## src/rtl/gray_to_bin_dec_if.sv

```systemverilog
// Valid/ready stream bundle for the Gray-to-binary decoder.
// The upstream side drives the Gray sample and the downstream side drives ready_in.
interface gray_to_bin_dec_if #(
  parameter int WIDTH = 4
);
  logic             valid_in;
  logic [WIDTH-1:0] gray_in;
  logic             ready_out;
  logic             valid_out;
  logic             ready_in;
  logic [WIDTH-1:0] bin_out;
  logic             step_err_out;
  logic [7:0]       err_cnt_out;

  modport master (
    output valid_in, gray_in, ready_in,
    input  ready_out, valid_out, bin_out, step_err_out, err_cnt_out
  );

  modport slave (
    input  valid_in, gray_in, ready_in,
    output ready_out, valid_out, bin_out, step_err_out, err_cnt_out
  );
endinterface

```

## src/rtl/gray_to_bin_dec.sv

```systemverilog
// Two-stage registered Gray-to-binary decoder with a single-bit-step checker
// and a saturating step-error counter. Bit 0 is the most significant bit.
module gray_to_bin_dec #(
  parameter int WIDTH = 4
) (
  input  logic             clk_in,
  input  logic             rst_n_in,
  gray_to_bin_dec_if.slave bus
);

  typedef enum logic {
    NO_HIST = 1'b0,
    TRACK   = 1'b1
  } chk_state_t;

  chk_state_t       state;
  chk_state_t       state_next;

  logic             s1_valid;
  logic [WIDTH-1:0] s1_gray;
  logic             s2_valid;
  logic [WIDTH-1:0] s2_bin;
  logic             s2_err;
  logic [7:0]       err_cnt;
  logic [WIDTH-1:0] prev_gray;

  logic             adv;
  logic             move;
  logic             ready;
  logic             accept;
  logic             step_err_next;
  logic [WIDTH-1:0] bin_next;
  logic [7:0]       err_cnt_next;

  function automatic logic [WIDTH-1:0] decode(input logic [WIDTH-1:0] g);
    logic [WIDTH-1:0] b;
    b[0] = g[0];
    for (int i = 1; i < WIDTH; i++) begin
      b[i] = b[i-1] ^ g[i];
    end
    return b;
  endfunction

  function automatic logic multi_bit(input logic [WIDTH-1:0] d);
    int n;
    n = 0;
    for (int i = 0; i < WIDTH; i++) begin
      n += int'(d[i]);
    end
    return n > 1;
  endfunction

  // ready_out is purely combinational from ready_in so a full pipe still streams.
  assign adv    = !s2_valid || bus.ready_in;
  assign move   = s1_valid && adv;
  assign ready  = !s1_valid || adv;
  assign accept = bus.valid_in && ready;

  // NOTE: every always_comb output gets a default first so no path leaves it unassigned (no latch).
  always_comb begin
    state_next    = state;
    step_err_next = 1'b0;
    bin_next      = decode(s1_gray);
    err_cnt_next  = err_cnt;
    case (state)
      NO_HIST: if (move) state_next = TRACK;
      TRACK:   step_err_next = multi_bit(s1_gray ^ prev_gray);
      default: state_next = NO_HIST;
    endcase
    if (move && step_err_next && err_cnt != 8'hFF) begin
      err_cnt_next = err_cnt + 8'd1;
    end
  end

  // NOTE: state registers use non-blocking assignments so all of them update from pre-edge values.
  always_ff @(posedge clk_in) begin
    if (!rst_n_in) begin
      state     <= NO_HIST;
      s1_valid  <= 1'b0;
      s2_valid  <= 1'b0;
      s2_bin    <= '0;
      s2_err    <= 1'b0;
      err_cnt   <= 8'd0;
      prev_gray <= '0;
    end else begin
      state <= state_next;

      if (accept) begin
        s1_valid <= 1'b1;
      end else if (move) begin
        s1_valid <= 1'b0;
      end

      if (move) begin
        s2_valid  <= 1'b1;
        s2_bin    <= bin_next;
        s2_err    <= step_err_next;
        err_cnt   <= err_cnt_next;
        prev_gray <= s1_gray;
      end else if (bus.ready_in) begin
        s2_valid <= 1'b0;
      end
    end
  end

  // NOTE: the S1 data register needs no reset; it is only observed when s1_valid is set.
  always_ff @(posedge clk_in) begin
    if (accept) begin
      s1_gray <= bus.gray_in;
    end
  end

  assign bus.ready_out    = ready;
  assign bus.valid_out    = s2_valid;
  assign bus.bin_out      = s2_bin;
  assign bus.step_err_out = s2_err;
  assign bus.err_cnt_out  = err_cnt;

endmodule
```

## src/flat_wrapper.sv

```systemverilog
// flat-port wrapper written by rule: the top's interface ports become plain ports
module gray_to_bin_dec_flat 
#(
  parameter int WIDTH = 4
)
  (clk_in, rst_n_in, bus_valid_in, bus_gray_in, bus_ready_in, bus_ready_out, bus_valid_out, bus_bin_out, bus_step_err_out, bus_err_cnt_out);
  gray_to_bin_dec_if #(.WIDTH(WIDTH)) bus_i ();
  input  logic clk_in;
  input  logic rst_n_in;
  input wire logic [$bits(bus_i.valid_in)-1:0] bus_valid_in;
  input wire logic [$bits(bus_i.gray_in)-1:0] bus_gray_in;
  input wire logic [$bits(bus_i.ready_in)-1:0] bus_ready_in;
  output wire logic [$bits(bus_i.ready_out)-1:0] bus_ready_out;
  output wire logic [$bits(bus_i.valid_out)-1:0] bus_valid_out;
  output wire logic [$bits(bus_i.bin_out)-1:0] bus_bin_out;
  output wire logic [$bits(bus_i.step_err_out)-1:0] bus_step_err_out;
  output wire logic [$bits(bus_i.err_cnt_out)-1:0] bus_err_cnt_out;
  assign bus_i.valid_in = bus_valid_in;
  assign bus_i.gray_in = bus_gray_in;
  assign bus_i.ready_in = bus_ready_in;
  assign bus_ready_out = bus_i.ready_out;
  assign bus_valid_out = bus_i.valid_out;
  assign bus_bin_out = bus_i.bin_out;
  assign bus_step_err_out = bus_i.step_err_out;
  assign bus_err_cnt_out = bus_i.err_cnt_out;
  gray_to_bin_dec #(.WIDTH(WIDTH)) u_core (.clk_in(clk_in), .rst_n_in(rst_n_in), .bus(bus_i));
endmodule
```

## config.mk

```make
export PLATFORM = sky130hd
export DESIGN_NAME = gray_to_bin_dec_flat
export DESIGN_NICKNAME = d
export VERILOG_FILES = /design/src/rtl/gray_to_bin_dec_if.sv /design/src/rtl/gray_to_bin_dec.sv /design/src/flat_wrapper.sv
export SDC_FILE = /design/constraint.sdc
export NUM_CORES = 1
export LEC_CHECK = 0
export CAP_MARGIN = 20
export CORE_MARGIN = 1
export CORE_UTILIZATION = 25
export DETAILED_ROUTE_END_ITERATION = 10
export SETUP_SLACK_MARGIN = 0.5
export SLEW_MARGIN = 15
export SYNTH_ARGS = -nofsm -noshare
export SYNTH_HDL_FRONTEND = slang
export SYNTH_SLANG_ARGS = --single-unit
```

## constraint.sdc

```tcl
create_clock -name clk_in -period 2 [get_ports clk_in]
set_input_delay 0.4 -clock clk_in [delete_from_list [all_inputs] [get_ports clk_in]]
set_output_delay 0.4 -clock clk_in [all_outputs]
set_load 0.02 [all_outputs]
```

==> flow_summary_export.csv <==
group,metric,value,unit
floorplan,die_h,67.1,µm
synth,syn_nets,118,
worst_setup_path,crit_type,"reg2reg",
synth,avgSynthCellArea,9.89,µm²
power_and_ir_drop,vdd_drop_max,0.000438,V
place,post-dp-hpwl,1.50,mm
power_and_ir_drop,netSwitchingFraction,24.8,%
worst_hold_path,holdPathEnd,"u_core.prev_gray[3]$_SDFFE_PN0P_",
cells_and_area,seq_area,502,µm²
cells_and_area,diodes,0,
global_route,gr-total-overflow,0,
worst_hold_path,hold_path.class,"reg2reg",
worst_setup_path,crit_family,"simple AND/OR/NAND/NOR gates",
worst_setup_path,cp.buffers_inverters,0,
clock_network,cts_buffers,3,
worst_setup_path,arrival,2.31,ns
floorplan,initial_core_util,26.3,%
clock_network,worst_setup_hold_path_clk_slew,0.08,ns
worst_hold_path,hold_path_depth,2,
clock_network,clk_latency,0.26,ns
power_and_ir_drop,internal-power,711,µW
floorplan,coreArea,0.00403,mm²
cells_and_area,nFillCells,429,
clock_network,clockBufferDepth,2,
sta,timing.fmax,0.472,GHz
worst_setup_path,cp-start-kind,"register",
global_route,antenna_found_initial,0,
cells_and_area,area_delta_synth_final,37.6,%
power_and_ir_drop,switchingPower,234,µW
sta,tightest_slew,0.312,ns
drt,drt_iter0_markers,60,
sta,setup_viol,6,
drt,avgViaCountPerCell,4.44,
drt,drc_errors,0,
cells_and_area,nNetsFinal,151,
drt,ant_nets,0,
global_route,grt_usage,10.5,%
worst_setup_path,r2r-start,"u_core.s1_gray[0]$_DFFE_PP_",
sta,grt_setup_unrepaired,"yes",
place,gp_congestion,0.798,
clock_network,clockRootBuffer,"clkbuf_8",
sta,post-route-worst-setup-slack,-0.117,ns
job,max-cap-violations,0,
cells_and_area,instances_no_fill,189,
floorplan,pin_count,23,
synth,seq_area_frac_synth,47.3,%
power_and_ir_drop,seqPwrFrac,53.2,%
floorplan,die_area,0.00450,mm²
power_and_ir_drop,clkPwrFrac,30.5,%
drt,drtPass1Iterations,4,
power_and_ir_drop,comb_power_share,16.3,%
floorplan,rows,23,
sta,slew-limit-headroom,79.1,%
worst_setup_path,cp.required,2.19,ns
sta,finalHoldViolCount,0,
worst_setup_path,rr_worst_depth,7,
sta,finalCritPeriodShare,106,%
sta,post-route-min-period,2.12,ns
worst_setup_path,end_kind,"register",
cells_and_area,multi_input_area,552,µm²
clock_network,h-tree-depth,1,
power_and_ir_drop,design_power_total,945,µW
floorplan,die_x,67.1,µm
drt,route.vias.total,839,
drt,wl,2.10,mm
global_route,grt_pass1_vias,836,
worst_setup_path,crit_slowest_cell,"edfxtp_1",
synth,yosysUniqueCellTypes,29,
worst_hold_path,worstHoldStart,"u_core.prev_gray[3]$_SDFFE_PN0P_",
synth,yosys_warnings,0,
worst_setup_path,path_cells,"xor2_1, ha_1, ha_4, a211oi_4, and4b_4, and4_4, mux2i_1",
status,status,"finished, violations left",
sta,fin_skew,0.000898,ns
global_route,grt_max_degree,27,
synth,synth_area,0.00106,mm²
worst_setup_path,crit_fanout,6,
place,post-place-cells,182,
power_and_ir_drop,power_leakage,0.000657,µW
synth,synthCells,107,
cells_and_area,drive_gt1_share,19.4,%
worst_setup_path,r2r_end,"u_core.bus.err_cnt_out[4]$_SDFFE_PN0P_",
worst_setup_path,cp_slowest_stage_delay,0.42,ns
clock_network,clock_sinks,23,
place,io_buffers,22,
synth,ys_ff_latch,23,
drt,wl_per_cell,11.1,µm
worst_setup_path,reg2reg_slack,-0.12,ns
power_and_ir_drop,power_density,649,mW/mm²
global_route,grt_pass1_wl,3.62,mm
clock_network,cts_tree,"done",
sta,drv_slew,0,
status,violations,"setup timing",
==> tightest hold or removal path: cells and delay by family (launching register included) <==
family             cells  cell delay [ns]
AOI/OAI and AO/OA      1             0.06
and+or+nand+nor        1             0.05
DFF                    1             0.32
==> worst max-delay path by stage <==
stage	startpoint	to	slack (ns)	cells after the start
2_1_floorplan	u_core.s1_gray[0]$_DFFE_PP_	u_core.bus.err_cnt_out[4]$_SDFFE_PN0P_	-0.08	8
3_3_place_gp	u_core.s1_gray[0]$_DFFE_PP_	u_core.bus.err_cnt_out[4]$_SDFFE_PN0P_	-0.09	7
3_5_place_dp	u_core.s1_gray[0]$_DFFE_PP_	u_core.bus.err_cnt_out[4]$_SDFFE_PN0P_	-0.14	7
4_1_cts	u_core.s1_gray[1]$_DFFE_PP_	u_core.bus.err_cnt_out[4]$_SDFFE_PN0P_	-0.11	7
5_1_grt	u_core.s1_gray[1]$_DFFE_PP_	u_core.bus.err_cnt_out[4]$_SDFFE_PN0P_	-0.21	7
6_report	u_core.s1_gray[0]$_DFFE_PP_	u_core.bus.err_cnt_out[4]$_SDFFE_PN0P_	-0.12	7
==> registers in the layout, indices dropped and copies added (netlist names) <==
name                     count
u_core.bus.err_cnt_out       8
u_core.prev_gray             4
u_core.s1_gray               4
u_core.bus.bin_out           3
u_core.bus.step_err_out      1
u_core.bus.valid_out         1
u_core.s1_valid              1
u_core.state                 1
==> layer usage <==
layer | vias up | wire length [µm] | GRT usage [%] | part of all wire, %
met3 | 4 | 105 | 3.77 | 5.0
li1 | 427 | - | - | -
met1 | 384 | 949 | 12.0 | 45
met4 | 0 | 23 | 2.93 | 1.1
met2 | 24 | 1020 | 18.3 | 49
met5 | - | 0 | 0 | 0
==> through the flow <==
step	setup TNS (ns)	hold slack (ns)	worst slack [ns]	area [µm²]	utilization (%)
global placement	-0.266	0.457	-0.0908	1360	33.9
CTS	-0.377	0.480	-0.113	1420	35.2
floorplan	-0.160	0.447	-0.0789	1060	-
detailed placement	-0.450	0.468	-0.137	1360	33.9
finish	-0.333	0.474	-0.117	1460	36.1
global route	-1.13	0.513	-0.208	1460	36.1
==> layout make-up <==
| class | count | area share (%) |
|---|---|---|
| Clock inverter | 1 | 0.344 |
| Tap cell | 50 | 4.30 |
| Sequential cell | 23 | 34.5 |
| Timing Repair Buffer | 33 | 19.7 |
| Clock buffer | 3 | 2.84 |
| Inverter | 2 | 0.515 |
| Multi-Input combinational cell | 77 | 37.9 |
==> power by group through the flow <==
stage / sequential (µW) / clock, µW / combinational (µW)
global route: 505 / 321 / 169
CTS: 503 / 297 / 131
detailed placement: 514 / 0 / 127
global placement: 513 / 0 / 125
finish: 503 / 289 / 154
floorplan: 521 / 0 / 68.7
==> cell usage after synthesis, drive strengths merged <==
master	instances	area [µm²]
clkbuf	2	7.51
xnor2	1	8.76
a211oi	1	12.5
ha	3	37.5
o21a	2	15.0
o21ai	4	20.0
and2	4	25.0
nand4	3	18.8
nor2	2	7.51
buf	3	30.0
nand3	2	10.0
xor2	7	61.3
a21boi	4	30.0
nor3b	2	15.0
nand2	19	71.3
and4	2	20.0
a21oi	4	20.0
dfxtp	19	380
edfxtp	4	120
nor2b	3	18.8
a41o	1	10.0
and3	2	12.5
nand2b	5	38.8
and4b	1	10.0
inv	2	7.51
mux2i	5	50.1
==> cells by family after synthesis <==
kind of cell	after synthesis	synth area share (%)
AOI/OAI and AO/OA	16	10.2
muxes	5	4.73
and+or+nand+nor	45	23.4
adders and majority gates	3	3.55
buffers and inverters	7	4.26
xor gates and xnor gates	8	6.62
DFF	23	47.3
==> cells in the final DEF, fill, tap and decap left out, types with 2 or more instances in the layout <==
cell,synthesis,layout
nand2_1,19,18
dfxtp_1,19,18
dlygate4sd2_1,0,13
buf_4,1,10
xor2_1,7,7
clkdlybuf4s50_1,0,6
mux2i_1,5,5
and2_1,4,4
nand2b_1,4,4
a21boi_0,4,4
edfxtp_1,4,4
nor2b_1,3,3
nand4_1,3,3
o21ai_0,4,3
clkbuf_8,0,3
and3_1,2,2
inv_1,2,2
a21oi_2,0,2
nand3_1,2,2
nor2_1,2,2
a21oi_1,4,2
o21a_1,2,2
ha_1,3,2
buf_6,2,2
==> timing repair <==
action                                  4_1_cts  5_1_grt
endpoints found under the setup margin       24       12
pin swaps                                     7        3
hold buffers                                  0        0
resized for setup                            25       10
buffers inserted                              1        2
Note: power is estimated with default switching activity, not from simulation.
